## config.mk

```make
export PLATFORM = sky130hd
export DESIGN_NAME = trap_controller_flat
export DESIGN_NICKNAME = d
export VERILOG_FILES = /design/src/rtl/trap_controller_if.sv /design/src/rtl/trap_controller.sv /design/src/flat_wrapper.sv
export SDC_FILE = /design/constraint.sdc
export NUM_CORES = 1
export LEC_CHECK = 0
export ABC_AREA = 1
export CORE_ASPECT_RATIO = 0.7
export CORE_UTILIZATION = 38
export CTS_CLUSTER_SIZE = 8
export DETAILED_ROUTE_END_ITERATION = 16
export PLACE_DENSITY = 0.77
export RECOVER_POWER = 50
export SLEW_MARGIN = 40
export SYNTH_ARGS = -nofsm -noshare
export SYNTH_HDL_FRONTEND = slang
export SYNTH_SLANG_ARGS = --single-unit
```

## constraint.sdc

```tcl
create_clock -name clk -period 1.25 [get_ports clk]
set_input_delay 0.25 -clock clk [delete_from_list [all_inputs] [get_ports clk]]
set_output_delay 0.25 -clock clk [all_outputs]
set_load 0.02 [all_outputs]
```

## src/rtl/trap_controller_if.sv

```systemverilog
// Trap-controller bus: exception/MRET/interrupt requests in, trap commit and fetch control out.
// Signal names match the trap controller's port list one to one.
interface trap_controller_if;
    logic        eip;
    logic        tip;
    logic        sip;
    logic        exc_valid;
    logic [3:0]  exc_cause;
    logic [31:0] exc_pc;
    logic        mret_req;
    logic        pipeline_busy;
    logic [31:0] resume_pc;

    logic        traped;
    logic        mret;
    logic        interupt;
    logic [3:0]  trap_cause;
    logic [31:0] ecp;
    logic        stall_fetch;
    logic        flush;
    logic        redirect_valid;
    logic        redirect_sel;
    logic        busy;

    // The controller is the slave; csr/writeback/fetch together form the master side.
    modport slave (
        input  eip, tip, sip, exc_valid, exc_cause, exc_pc, mret_req, pipeline_busy, resume_pc,
        output traped, mret, interupt, trap_cause, ecp, stall_fetch, flush, redirect_valid,
               redirect_sel, busy
    );

    modport master (
        output eip, tip, sip, exc_valid, exc_cause, exc_pc, mret_req, pipeline_busy, resume_pc,
        input  traped, mret, interupt, trap_cause, ecp, stall_fetch, flush, redirect_valid,
               redirect_sel, busy
    );
endinterface

```

## src/rtl/trap_controller.sv

```systemverilog
// Trap controller: sequences exceptions, MRET and drained interrupts into commit + redirect.
// Define TRAP_CONTROLLER_SOFT_IRQ_EN to let sip raise a software interrupt (cause 3).
module trap_controller (
    input  logic              clk,
    input  logic              rst_n,
    trap_controller_if.slave  bus
);

    typedef enum logic [2:0] {
        IDLE,
        DRAIN,
        COMMIT,
        RETURN,
        REDIRECT
    } state_e;

    localparam logic [3:0] CAUSE_EXT   = 4'd11;
    localparam logic [3:0] CAUSE_SOFT  = 4'd3;
    localparam logic [3:0] CAUSE_TIMER = 4'd7;

    state_e      state_q, state_d;
    logic [3:0]  trap_cause_q, trap_cause_d;
    logic [31:0] ecp_q, ecp_d;
    logic        interupt_q, interupt_d;
    logic        redirect_sel_q, redirect_sel_d;

    logic        sip_en;
    logic        irq_pending;
    logic [3:0]  irq_cause;

`ifdef TRAP_CONTROLLER_SOFT_IRQ_EN
    assign sip_en = bus.sip;
`else
    assign sip_en = 1'b0;
`endif

    assign irq_pending = bus.eip | bus.tip | sip_en;

    // External beats software beats timer.
    always_comb begin
        if (bus.eip)     irq_cause = CAUSE_EXT;
        else if (sip_en) irq_cause = CAUSE_SOFT;
        else             irq_cause = CAUSE_TIMER;
    end

    // NOTE: sequential state uses non-blocking assignments so every flop samples pre-edge values.
    always_ff @(posedge clk or negedge rst_n) begin
        if (!rst_n) begin
            state_q        <= IDLE;
            trap_cause_q   <= 4'd0;
            ecp_q          <= 32'd0;
            interupt_q     <= 1'b0;
            redirect_sel_q <= 1'b0;
        end else begin
            state_q        <= state_d;
            trap_cause_q   <= trap_cause_d;
            ecp_q          <= ecp_d;
            interupt_q     <= interupt_d;
            redirect_sel_q <= redirect_sel_d;
        end
    end

    // NOTE: every signal gets a default up front so no path through the case infers a latch.
    always_comb begin
        state_d        = state_q;
        trap_cause_d   = trap_cause_q;
        ecp_d          = ecp_q;
        interupt_d     = interupt_q;
        redirect_sel_d = redirect_sel_q;

        unique case (state_q)
            IDLE: begin
                if (bus.exc_valid) begin
                    trap_cause_d = bus.exc_cause;
                    ecp_d        = bus.exc_pc;
                    interupt_d   = 1'b0;
                    state_d      = COMMIT;
                end else if (bus.mret_req) begin
                    state_d = RETURN;
                end else if (irq_pending) begin
                    state_d = DRAIN;
                end
            end
            DRAIN: begin
                // A late exception from writeback wins over the interrupt being drained for.
                if (bus.exc_valid) begin
                    trap_cause_d = bus.exc_cause;
                    ecp_d        = bus.exc_pc;
                    interupt_d   = 1'b0;
                    state_d      = COMMIT;
                end else if (!bus.pipeline_busy) begin
                    if (irq_pending) begin
                        trap_cause_d = irq_cause;
                        ecp_d        = bus.resume_pc;
                        interupt_d   = 1'b1;
                        state_d      = COMMIT;
                    end else begin
                        state_d = IDLE;
                    end
                end
            end
            COMMIT: begin
                redirect_sel_d = 1'b0;
                state_d        = REDIRECT;
            end
            RETURN: begin
                redirect_sel_d = 1'b1;
                state_d        = REDIRECT;
            end
            REDIRECT: state_d = IDLE;
            default:  state_d = IDLE;
        endcase
    end

    always_comb begin
        bus.traped         = 1'b0;
        bus.mret           = 1'b0;
        bus.stall_fetch    = 1'b0;
        bus.flush          = 1'b0;
        bus.redirect_valid = 1'b0;
        bus.busy           = (state_q != IDLE);
        bus.trap_cause     = trap_cause_q;
        bus.ecp            = ecp_q;
        bus.interupt       = interupt_q;
        bus.redirect_sel   = redirect_sel_q;

        unique case (state_q)
            DRAIN:    bus.stall_fetch = 1'b1;
            COMMIT:   bus.traped      = 1'b1;
            RETURN:   bus.mret        = 1'b1;
            REDIRECT: begin
                bus.flush          = 1'b1;
                bus.redirect_valid = 1'b1;
            end
            default: ;
        endcase
    end

endmodule

```

## src/flat_wrapper.sv

```systemverilog
// flat-port wrapper written by rule: the top's interface ports become plain ports
module trap_controller_flat 
  (clk, rst_n, bus_eip, bus_tip, bus_sip, bus_exc_valid, bus_exc_cause, bus_exc_pc, bus_mret_req, bus_pipeline_busy, bus_resume_pc, bus_traped, bus_mret, bus_interupt, bus_trap_cause, bus_ecp, bus_stall_fetch, bus_flush, bus_redirect_valid, bus_redirect_sel, bus_busy);
  trap_controller_if bus_i ();
  input  logic clk;
  input  logic rst_n;
  input wire logic [$bits(bus_i.eip)-1:0] bus_eip;
  input wire logic [$bits(bus_i.tip)-1:0] bus_tip;
  input wire logic [$bits(bus_i.sip)-1:0] bus_sip;
  input wire logic [$bits(bus_i.exc_valid)-1:0] bus_exc_valid;
  input wire logic [$bits(bus_i.exc_cause)-1:0] bus_exc_cause;
  input wire logic [$bits(bus_i.exc_pc)-1:0] bus_exc_pc;
  input wire logic [$bits(bus_i.mret_req)-1:0] bus_mret_req;
  input wire logic [$bits(bus_i.pipeline_busy)-1:0] bus_pipeline_busy;
  input wire logic [$bits(bus_i.resume_pc)-1:0] bus_resume_pc;
  output wire logic [$bits(bus_i.traped)-1:0] bus_traped;
  output wire logic [$bits(bus_i.mret)-1:0] bus_mret;
  output wire logic [$bits(bus_i.interupt)-1:0] bus_interupt;
  output wire logic [$bits(bus_i.trap_cause)-1:0] bus_trap_cause;
  output wire logic [$bits(bus_i.ecp)-1:0] bus_ecp;
  output wire logic [$bits(bus_i.stall_fetch)-1:0] bus_stall_fetch;
  output wire logic [$bits(bus_i.flush)-1:0] bus_flush;
  output wire logic [$bits(bus_i.redirect_valid)-1:0] bus_redirect_valid;
  output wire logic [$bits(bus_i.redirect_sel)-1:0] bus_redirect_sel;
  output wire logic [$bits(bus_i.busy)-1:0] bus_busy;
  assign bus_i.eip = bus_eip;
  assign bus_i.tip = bus_tip;
  assign bus_i.sip = bus_sip;
  assign bus_i.exc_valid = bus_exc_valid;
  assign bus_i.exc_cause = bus_exc_cause;
  assign bus_i.exc_pc = bus_exc_pc;
  assign bus_i.mret_req = bus_mret_req;
  assign bus_i.pipeline_busy = bus_pipeline_busy;
  assign bus_i.resume_pc = bus_resume_pc;
  assign bus_traped = bus_i.traped;
  assign bus_mret = bus_i.mret;
  assign bus_interupt = bus_i.interupt;
  assign bus_trap_cause = bus_i.trap_cause;
  assign bus_ecp = bus_i.ecp;
  assign bus_stall_fetch = bus_i.stall_fetch;
  assign bus_flush = bus_i.flush;
  assign bus_redirect_valid = bus_i.redirect_valid;
  assign bus_redirect_sel = bus_i.redirect_sel;
  assign bus_busy = bus_i.busy;
  trap_controller u_core (.clk(clk), .rst_n(rst_n), .bus(bus_i));
endmodule
```

==> key figures, run 1 <==
Timing
  – Setup Skew: around 2.7 ps
  – Minimum clock period: between 1500 and 2000 ps
  – Final setup vio count: 45
  – Tcrit/Tclk final: 122%
  – Final setup margin: -276 ps
  – Hold Vio Cnt, Final: 0
  – WHS: ~480 ps
  – FMAX: between 0.6 and 0.7 GHz
  – Slew @ Worst Pin: 604 ps
  – RSZ-0062 raised after global routing: true
  – Slew Limit Fails: 0
  – Slew HR: between 50% and 60%

Worst setup path
  – Max incr delay on CP: ~470 ps
  – Worst endpoint required time: roughly 1400 ps
  – Worst r2r src: u_core.state_q[1]
  – Crit path from: u_core.state_q[1]
  – Arr. time, crit path: between 1500 and 2000 ps
  – CP Max Fanout: 9
  – Delay-heaviest family, CP: simple AND/OR/NAND/NOR gates
  – CP Launch Type: flip-flop
  – Critical path class: reg -> reg
  – CP max stage cell: dfrtp_2
  – CP endpoint kind: flip-flop
  – Critical path cell sequence: inv_4 > buf_6 > nand3_4 > nor2_4 > nand2_8 > clkbuf_16 > nand3_2 > nand2_1
  – Buf/Inv on CP: 3

Clock network
  – CTS tree: done
  – Number of CTS-inserted buffers: 5
  – TritonCTS Sinks: between 40 and 50
  – Worst-case clock buffer depth: 2
  – CTS clk-pin slew, worst paths: about 80 ps
  – Clk Latency, worst-skew pair: ~290 ps
  – H-tree levels: 2
  – Root Driver: clkbuf_8

Logic synthesis
  – Post-synthesis cell type count: 22
  – Yosys top cell by area: nand2_1
  – Count leader, synth: nand2_1
  – #FFs+latches synth: 41
  – Dominant cells by area after synthesis: nand2_1 39%, dfrtp_1 38%, nand3_1 5.4%
  – Most used DFF post-synth: dfrtp_1
  – Share of the synthesized area in the top cell type: 39.2%
  – Synth Warn #: 0
  – Avg Inst Size Synth: ~6.5 µm²
  – Async SR Flop Fraction: 100%
  – Post-synth EDFFs: 0
  – Sequential fraction of the synthesis area: 38.1%
  – Synth Net Count: 492
  – Post-Synthesis Cells: 416
  – Top cells by count, synth: 281 x nand2_1, 41 x dfrtp_1, 29 x nand3_1
  – Post-synthesis cell area: 2690 µm²

Layout
  – Layout area overhead: 65.1%
  – Ratio of cells with drive above 1 in the final layout: between 20% and 30%
  – Multi-input gate area: ~1700 µm²
  – Antenna Cells: 0
  – Filler cell count: approximately 580
  – Register area: roughly 1000 µm²
  – Nets@finish: roughly 630
  – Post-route cell area: 4450 µm²

Die
  – FP Rows: 25
  – Initial core utilization: between 30% and 40%
  – CORE AREA: ~6800 µm²
  – Die Height: roughly 72 µm
  – Die outline width: 103 µm
  – Ports: 120
  – Die area: around 7400 µm²

Route
  – Avg WL per Cell: between 10 and 15 µm
  – Routed WL: 8980 µm
  – DR vias: ~3100
  – Residual DRC count: 0
  – DR vias/cell: between 4 and 5
  – Initial DRC count: 130
  – Drt first pass iters: 4
  – Final ANT Viol Nets: 0

Job
  – Max-Cap Viols: 0

Place
  – DP HPWL: ~6000 µm
  – RD Place Congestion: ~0.85
  – Placed inst area: ~4000 µm²
  – Port bufs: 118

Pwr
  – Leak pwr: approximately 0.0024 µW
  – Peak VDD IR: about 0.00095 V
  – Pwr/cell area: 2130 nW/µm²

Min path
  – Hold Path Origin: u_core.bus.ecp[10]
  – Worst min path class: reg -> reg

Global routing
  – Antenna violations before repair: 0
  – Global Route Usage Sum: 23.7%
  – First-pass GRT wire length: ~14000 µm
  – Pin count of the biggest net entering global routing: 25
  – GRT Residual Overflow: 0
  – Number of global-route vias before repair: 2862

Run status
  – Failing checks: setup timing
  – Status: complete, but fails checks
==> metrics by stage <==
stage	utilization [%]	instances	total power, µW	setup slack (ps)	setup TNS [ps]
after floorplan	-	416	5620	-103	-2980
after global placement	59.5	626	7710	-455	-19100
after detailed placement	59.5	626	7830	-497	-20400
after CTS	65.1	648	9350	-224	-8600
after global routing	65.5	652	10200	-326	-13420
final	65.5	652	9490	-276	-10890
==> report_power, final <==
group          internal, µW  switching, µW
clock network           499            467
registers              1990            480
logic                  2480           3580
==> logic make-up (layout without fill, tap and decap cells) <==
logic type | after synthesis | in the layout | share of synthesized area (%)
DFF | 41 | 41 | 38.1
buffers and inverters | 31 | 170 | 7.30
AOI/OAI and AO/OA | 4 | 4 | 0.743
and+or+nand+nor | 340 | 343 | 53.9
==> cells in the final DEF, fill, tap and decap left out, types with 8 or more instances in the layout <==
cell type        Yosys  final
nor2_1               9      8
buf_4                1     23
nand2_1            281    269
clkbuf_2             0     29
clkdlybuf4s50_1      0     73
nand3_2             10     24
nand3_1             29     15
nand2_2              1     11
dfrtp_1             41     39
==> final timing paths <==
check / endpoint / slack (ps) / cells past startpoint
hold / removal: u_core.bus.ecp[10] / 480 / 2
max in group asynchronous: u_core.state_q[1] / 180 / 3
setup reg to reg: u_core.bus.ecp[21] / -280 / 8
min in group asynchronous: u_core.bus.ecp[20] / 580 / 3
hold reg to reg: u_core.bus.ecp[10] / 480 / 2
setup / recovery: u_core.bus.ecp[21] / -280 / 8
==> layout make-up <==
type | count | share of cell area, %
well taps | 94 | 2.64
flip-flops and latches | 41 | 23.1
inverters | 6 | 0.619
multi-input cells | 347 | 38.2
repair buffers | 156 | 33.1
clock inverters | 1 | 0.113
clock buffers | 7 | 2.17
==> flip-flops by register name (all words and copies together), names as in the netlist <==
| name | cells |
|---|---|
| u_core.bus.redirect_sel | 1 |
| u_core.state_q | 3 |
| u_core.bus.interupt | 1 |
| u_core.bus.trap_cause | 4 |
| u_core.bus.ecp | 32 |
==> worst register-to-register path: cells and delay by family (launching register included) <==
family	cells	cell delay [ps]
buffers and inverters	3	400
DFF	1	470
and+or+nand+nor	5	550
==> timing repair <==
action / in CTS / in global routing
endpoints found under the setup margin: 83 / 73
resized for setup: 139 / 61
hold buffers: 1 / 0
endpoints found under the hold margin: 41 / 0
pin swaps: 6 / 11
buffers inserted: 9 / 2
cloned: 4 / 2
==> routing by layer <==
layer	up-vias	part of all wire (%)	routed length, µm	track usage [%]
met5	-	0	0	0
met4	0	1.2	108	6.51
li1	1569	-	-	-
met3	10	9.5	851	7.13
met2	135	46	4090	37.5
met1	1383	44	3930	31.4
No activity file was read; power rests on OpenSTA's default activity.
==> inputs of run 2 (changes only) <==
--- a/config.mk
+++ b/config.mk
@@ -10,6 +10,7 @@
 export CORE_UTILIZATION = 38
 export CTS_CLUSTER_SIZE = 8
 export DETAILED_ROUTE_END_ITERATION = 16
+export MAX_ROUTING_LAYER = met4
 export PLACE_DENSITY = 0.77
 export RECOVER_POWER = 50
 export SLEW_MARGIN = 40
==> run 2 against run 1 <==
  * Maximum frequency up 0.26%
  * Register-to-register slack about the same
  * Critical path type unchanged
  * Die area unchanged
  * Via count down 0.45%
  * Sequential share of layout area unchanged
  * The flow still finishes with violations (setup timing)
  * Core utilization unchanged
  * Cell area unchanged
  * Combinational power about the same
  * Largest cell class unchanged
  * Non-clock buffer count unchanged
  * Critical path depth unchanged
  * Worst hold slack about the same
==> key figures, run 2 (synthesis gave the netlist of run 1 again) <==
Global routing
  – Pin count of the biggest net entering global routing: 25 (unchanged)
  – First-pass GRT wire length: 13500 µm (+0.15%)
  – GRT Residual Overflow: 0 (unchanged)
  – Number of global-route vias before repair: 2859 (-0.10%)
  – Antenna violations before repair: 0 (unchanged)
  – Global Route Usage Sum: 24.4% (+0.73 points)

Worst setup path
  – Worst endpoint required time: 1440 ps (about the same)
  – Buf/Inv on CP: 3 (unchanged)
  – Worst r2r src: u_core.state_q[1]
  – Delay-heaviest family, CP: simple AND/OR/NAND/NOR gates
  – CP Max Fanout: 9 (unchanged)
  – Worst R2R Path Depth: 8 (unchanged)
  – Arr. time, crit path: 1710 ps (about the same)
  – Critical path class: reg -> reg
  – CP Launch Type: flip-flop
  – CP endpoint kind: flip-flop
  – CP max stage cell: dfrtp_2
  – Max incr delay on CP: 470 ps (about the same)
  – Critical path cell sequence: inv_4 > buf_6 > nand3_4 > nor2_4 > nand2_8 > clkbuf_16 > nand3_2 > nand2_1
  – Worst R2R End: u_core.bus.ecp[21]
  – Reg2reg setup slack: -270 ps (about the same)

Route
  – WL met1: 3940 µm (+0.18%)
  – DR vias: 3083 (-0.45%)
  – Final ANT Viol Nets: 0 (unchanged)
  – Max layer used: met4
  – Avg WL per Cell: 13.8 µm (-0.14%)
  – Initial DRC count: 141 (+8.5%)
  – DR vias/cell: 4.73 (-0.45%)
  – Routed WL: 8970 µm (-0.14%)
  – Met2 wire length: 4100 µm (+0.15%)
  – Routed wl met3: 822 µm (-3.4%)
  – Drt first pass iters: 4 (unchanged)
  – Residual DRC count: 0 (unchanged)

Run status
  – Status: complete, but fails checks
  – Failing checks: setup timing

Clock network
  – Clk Latency, worst-skew pair: 290 ps (about the same)
  – Root Driver: clkbuf_8
  – CTS tree: done
  – Worst-case clock buffer depth: 2 (unchanged)
  – H-tree levels: 2 (unchanged)
  – CTS clk-pin slew, worst paths: 80 ps (about the same)
  – TritonCTS Sinks: 41 (unchanged)
  – Number of CTS-inserted buffers: 5 (unchanged)

Layout
  – Layout area overhead: 65.1% (unchanged)
  – Largest register FFs: 32 (unchanged)
  – Most frequent cells in the layout: 269 x nand2_1, 73 x clkdlybuf4s50_1, 39 x dfrtp_1
  – Nets@finish: 633 (unchanged)
  – Ratio of cells with drive above 1 in the final layout: 25.8% (unchanged)
  – Filler cell count: 584 (unchanged)
  – Most common cell after layout, fill and taps aside: nand2_1
  – Antenna Cells: 0 (unchanged)

Min path
  – Hold path cells: 2 (unchanged)
  – Hold path endpoint: u_core.bus.ecp[10]
  – Worst min path class: reg -> reg
  – Hold Path Origin: u_core.bus.ecp[10]

Timing
  – Minimum clock period: 1520 ps (-3.98 ps)
  – Setup Skew: 2.48 ps (-0.201 ps)
  – FMAX: 0.657 GHz (+0.26%)
  – Hold Vio Cnt, Final: 0 (unchanged)
  – Slew @ Worst Pin: 603 ps (-1.11 ps)
  – Final setup vio count: 45 (unchanged)
  – RSZ-0062 raised after global routing: true
  – Tcrit/Tclk final: 122% (-0.32 points)
  – Final setup margin: -272 ps (+3.98 ps)
  – Slew HR: 59.8% (+0.074 points)
  – WHS: 481 ps (-0.151 ps)
  – Slew Limit Fails: 0 (unchanged)

Place
  – Port bufs: 118 (unchanged)
  – Place WS: -497 ps (unchanged)
  – DP HPWL: 5860 µm (unchanged)
  – RD Place Congestion: 0.860 (+1.6%)

Pwr
  – Peak VDD IR: 0.000958 V (+0.80%)
  – Pwr/cell area: 2140 nW/µm² (+0.21%)
  – Leak pwr: 0.00235 µW (about the same)

Job
  – Max-Cap Viols: 0 (unchanged)

Die
  – Ports: 120 (unchanged)
  – FP Rows: 25 (unchanged)
  – CORE AREA: 6790 µm² (unchanged)
  – Die Height: 72.4 µm (unchanged)
  – Die outline width: 103 µm (unchanged)
  – Die area: 7430 µm² (unchanged)
  – Initial core utilization: 39.7% (unchanged)
==> run 2: worst max-delay path by stage <==
| stage | start | to | slack, ps | cells past startpoint |
|---|---|---|---|---|
| 6_report | u_core.state_q[1] | u_core.bus.ecp[21] | -270 | 8 |
| 4_1_cts | u_core.state_q[1] | u_core.state_q[1] | -220 | 8 |
| 5_1_grt | u_core.state_q[1] | u_core.bus.ecp[21] | -330 | 8 |
| 3_3_place_gp | bus_exc_valid | u_core.bus.ecp[12] | -460 | 7 |
| 2_1_floorplan | u_core.state_q[1] | u_core.bus.ecp[24] | -100 | 8 |
| 3_5_place_dp | bus_exc_valid | u_core.bus.ecp[22] | -500 | 7 |
==> run 2: where the power goes <==
| part | total [µW] | switching, µW | internal (µW) |
|---|---|---|---|
| clock | 964 | 465 | 499 |
| combinational | 6080 | 3590 | 2490 |
| sequential | 2470 | 478 | 1990 |
==> run 2: area by class of cell <==
| class | instances | area [µm²] | share of cell area, % |
|---|---|---|---|
| Clock buffer | 7 | 96.3 | 2.17 |
| Clock inverter | 1 | 5.00 | 0.113 |
| Inverter | 6 | 27.5 | 0.619 |
| Multi-Input combinational cell | 347 | 1700 | 38.2 |
| Sequential cell | 41 | 1030 | 23.1 |
| Tap cell | 94 | 118 | 2.64 |
| Timing Repair Buffer | 156 | 1470 | 33.1 |
==> run 2: stage by stage <==
stage / std cells / area, µm² / setup TNS (ps) / total power [µW] / util (%)
3_3_place_gp: 626 / 4040 / -19100 / 7710 / 59.5
5_1_grt: 652 / 4450 / -13410 / 10200 / 65.5
3_5_place_dp: 626 / 4040 / -20400 / 7830 / 59.5
2_1_floorplan: 416 / 2710 / -2980 / 5620 / -
4_1_cts: 648 / 4420 / -8600 / 9350 / 65.1
6_report: 652 / 4450 / -10710 / 9510 / 65.5
==> run 2: tightest hold or removal path, stage by stage (launching register included) <==
cell	delay [ps]
dfrtp_1	350
nand2_1	60
nand2_1	50
==> run 2: per-layer routing <==
layer	vias to the layer above	track usage, %
met1	1367	31.6
met2	135	37.7
li1	1569	-
met4	0	6.51
met5	-	-
met3	12	6.55
==> run 2: what timing repair did <==
action | 4_1_cts | 5_1_grt
endpoints found under the setup margin | 83 | 73
gates resized for setup | 139 | 61
hold buffers | 1 | 0
hold endpoints to repair | 41 | 0
pin swaps | 6 | 15
gates cloned | 4 | 2
setup buffers | 9 | 2
==> inputs of run 3 (changes only) <==
--- a/config.mk
+++ b/config.mk
@@ -7,11 +7,12 @@
 export LEC_CHECK = 0
 export ABC_AREA = 1
 export CORE_ASPECT_RATIO = 0.7
-export CORE_UTILIZATION = 38
+export CORE_UTILIZATION = 39
+export CTS_BUF_LIST = sky130_fd_sc_hd__clkbuf_4 sky130_fd_sc_hd__clkbuf_8
 export CTS_CLUSTER_SIZE = 8
 export DETAILED_ROUTE_END_ITERATION = 16
 export MAX_ROUTING_LAYER = met4
-export PLACE_DENSITY = 0.77
+export PLACE_DENSITY = 0.88
 export RECOVER_POWER = 50
 export SLEW_MARGIN = 40
 export SYNTH_ARGS = -nofsm -noshare
==> run 3 against run 2 <==
  * The run still ends with setup timing left
  * Non-clock buffer count rose by 2
  * Core utilization is 1.1 points higher
  * Combinational power down 4.1%
  * Final cell count fell by 0.61%
  * Via count fell by 0.13%
  * Register-to-register slack hardly changed
  * Global-route usage up 1.1 points
==> key figures, run 3 (synthesis gave the netlist of run 1 again) <==
Worst setup path
  – Worst R2R Path Depth: 9 (+1)
  – CP endpoint kind: flip-flop
  – Critical path cell sequence: buf_6 > nor2_8 > buf_12 > nand2_4 > nand2_8 > nand2_4 > buf_12 > nand2_1 > nand2_1
  – Worst R2R End: u_core.bus.ecp[31]
  – CP Max Fanout: 17 (+8)
  – Buf/Inv on CP: 3 (unchanged)
  – Max incr delay on CP: 470 ps (about the same)
  – Delay-heaviest family, CP: simple AND/OR/NAND/NOR gates
  – Critical path class: reg -> reg
  – Reg2reg setup slack: -260 ps (about the same)
  – Worst endpoint required time: 1430 ps (about the same)
  – Arr. time, crit path: 1690 ps (-20 ps)
  – CP max stage cell: dfrtp_2
  – Worst r2r src: u_core.state_q[1]
  – CP Launch Type: flip-flop

Min path
  – Hold path cells: 2 (unchanged)
  – Hold Path Origin: u_core.bus.ecp[30]
  – Worst min path class: reg -> reg
  – Hold path endpoint: u_core.bus.ecp[30]

Timing
  – FMAX: 0.662 GHz (+0.73%)
  – RSZ-0062 raised after global routing: true
  – Tcrit/Tclk final: 121% (-0.89 points)
  – Final setup margin: -261 ps (+11.1 ps)
  – WHS: 478 ps (-3.12 ps)
  – Final setup vio count: 45 (unchanged)
  – Slew HR: 62.2% (+2.4 points)
  – Hold Vio Cnt, Final: 0 (unchanged)
  – Setup Skew: 9.83 ps (+7.35 ps)
  – Slew Limit Fails: 0 (unchanged)
  – Slew @ Worst Pin: 567 ps (-35.9 ps)
  – Minimum clock period: 1510 ps (-11.1 ps)

Pwr
  – Peak VDD IR: 0.000789 V (-18%)
  – Clock Power Share: 9.8% (-0.3 points)
  – Gate power share: 63.5% (-0.4 points)
  – Net Sw Power: 4250 µW (-6.2%)
  – Pwr/cell area: 2140 nW/µm² (-0.16%)
  – Switch share: 46.3% (-1.4 points)
  – Reg power frac: 26.7% (+0.8 points)
  – Leak pwr: 0.00235 µW (about the same)
  – Int Pwr: 4930 µW (-0.92%)

Die
  – CORE AREA: 6460 µm² (-4.9%)
  – FP Rows: 24 (-4.0%)
  – Ports: 120 (unchanged)
  – Die area: 7250 µm² (-2.5%)
  – Initial core utilization: 41.7% (+2.0 points)
  – Die Height: 71.5 µm (-1.2%)
  – Die outline width: 101 µm (-1.3%)

Clock network
  – Number of CTS-inserted buffers: 5 (unchanged)
  – TritonCTS Sinks: 41 (unchanged)
  – CTS clk-pin slew, worst paths: 80 ps (about the same)
  – Root Driver: clkbuf_8
  – H-tree levels: 2 (unchanged)
  – CTS tree: done
  – Clk Latency, worst-skew pair: 290 ps (about the same)
  – Worst-case clock buffer depth: 2 (unchanged)

Place
  – Placed inst area: 4090 µm² (+1.3%)
  – DP HPWL: 6100 µm (+4.2%)
  – Cells after DPL: 627 (+0.16%)
  – RD Place Congestion: 0.836 (-2.8%)
  – Port bufs: 118 (unchanged)
  – Place WS: -423 ps (+74.1 ps)

Route
  – Initial DRC count: 123 (-13%)
  – Routed WL: 8670 µm (-3.3%)
  – Final ANT Viol Nets: 0 (unchanged)
  – Avg WL per Cell: 13.4 µm (-2.7%)
  – Residual DRC count: 0 (unchanged)
  – Drt first pass iters: 4 (unchanged)
  – DR vias: 3079 (-0.13%)
  – DR vias/cell: 4.75 (+0.49%)

Run status
  – Failing checks: setup timing
  – Status: complete, but fails checks

Global routing
  – First-pass GRT wire length: 13900 µm (+2.9%)
  – Number of global-route vias before repair: 2975 (+4.1%)
  – Pin count of the biggest net entering global routing: 25 (unchanged)
  – Global Route Usage Sum: 25.5% (+1.1 points)
  – Antenna violations before repair: 0 (unchanged)
  – GRT Residual Overflow: 0 (unchanged)

Layout
  – Antenna Cells: 0 (unchanged)
  – Post-route cell area: 4300 µm² (-3.3%)
  – Ratio of cells with drive above 1 in the final layout: 19.9% (-5.9 points)
  – Most frequent cells in the layout: 280 x nand2_1, 72 x clkdlybuf4s50_1, 39 x dfrtp_1
  – Layout Cells excl Fill: 648 (-0.61%)
  – Largest register FFs: 32 (unchanged)
  – Most common cell after layout, fill and taps aside: nand2_1
  – Nets@finish: 632 (-0.16%)
  – Layout area overhead: 59.7%

Job
  – Max-Cap Viols: 0 (unchanged)
run 3: worst max-delay path by stage:
stage,from,endpoint,slack [ps],cells after the start
after floorplan,u_core.state_q[1],u_core.bus.ecp[24],-100,8
final,u_core.state_q[1],u_core.bus.ecp[31],-260,9
after detailed placement,bus_exc_valid,u_core.bus.interupt,-420,9
after global placement,bus_eip,u_core.bus.ecp[12],-330,8
after global routing,u_core.state_q[1],u_core.bus.ecp[31],-310,9
after CTS,u_core.state_q[2],u_core.bus.ecp[25],-240,8
run 3: repair_timing:
action | CTS | global route
endpoints found under the hold margin | 41 | 0
endpoints found under the setup margin | 83 | 77
hold buffers | 1 | 0
cloned | 2 | 0
resized for setup | 125 | 37
setup buffers | 6 | 5
pin swaps | 1 | 3
run 3: cell type report:
| cell class | count | area [µm²] |
|---|---|---|
| sequential | 41 | 1030 |
| multi-input combinational | 344 | 1540 |
| inverter | 6 | 22.5 |
| tap | 91 | 114 |
| fill | 545 | 2160 |
| timing repair buffer | 158 | 1510 |
| clock buffer | 8 | 91.3 |
run 3: metal layers:
metal | track usage, % | vias to the layer above | share of wire [%]
li1 | - | 1549 | -
met1 | 31.9 | 1383 | 42
met2 | 41.4 | 135 | 48
met3 | 4.98 | 12 | 8.5
met4 | 9.18 | 0 | 1.4
met5 | - | - | 0
run 3: worst reg2reg max path: stages, from the launching register on:
cell     delay (ps)
dfrtp_2         470
buf_6           150
nor2_8          130
buf_12          120
nand2_4          60
nand2_8          90
nand2_4          80
buf_12          160
nand2_1          90
nand2_1          70
run 3: stage by stage:
stage               power (µW)  util, %  setup TNS (ps)
floorplan                 5620        -           -2980
global placement          7940     63.4          -14130
detailed placement        8120     63.4          -17150
CTS                       9160     67.9           -8740
global route              9880     66.6          -12370
finish                    9180     66.6           -9790
run 3: power by group through the flow:
stage	clock network, µW	logic, µW	registers (µW)
floorplan	0	2540	3090
global placement	0	5510	2430
detailed placement	0	5710	2410
CTS	908	5820	2430
global route	965	6390	2530
finish	902	5830	2450
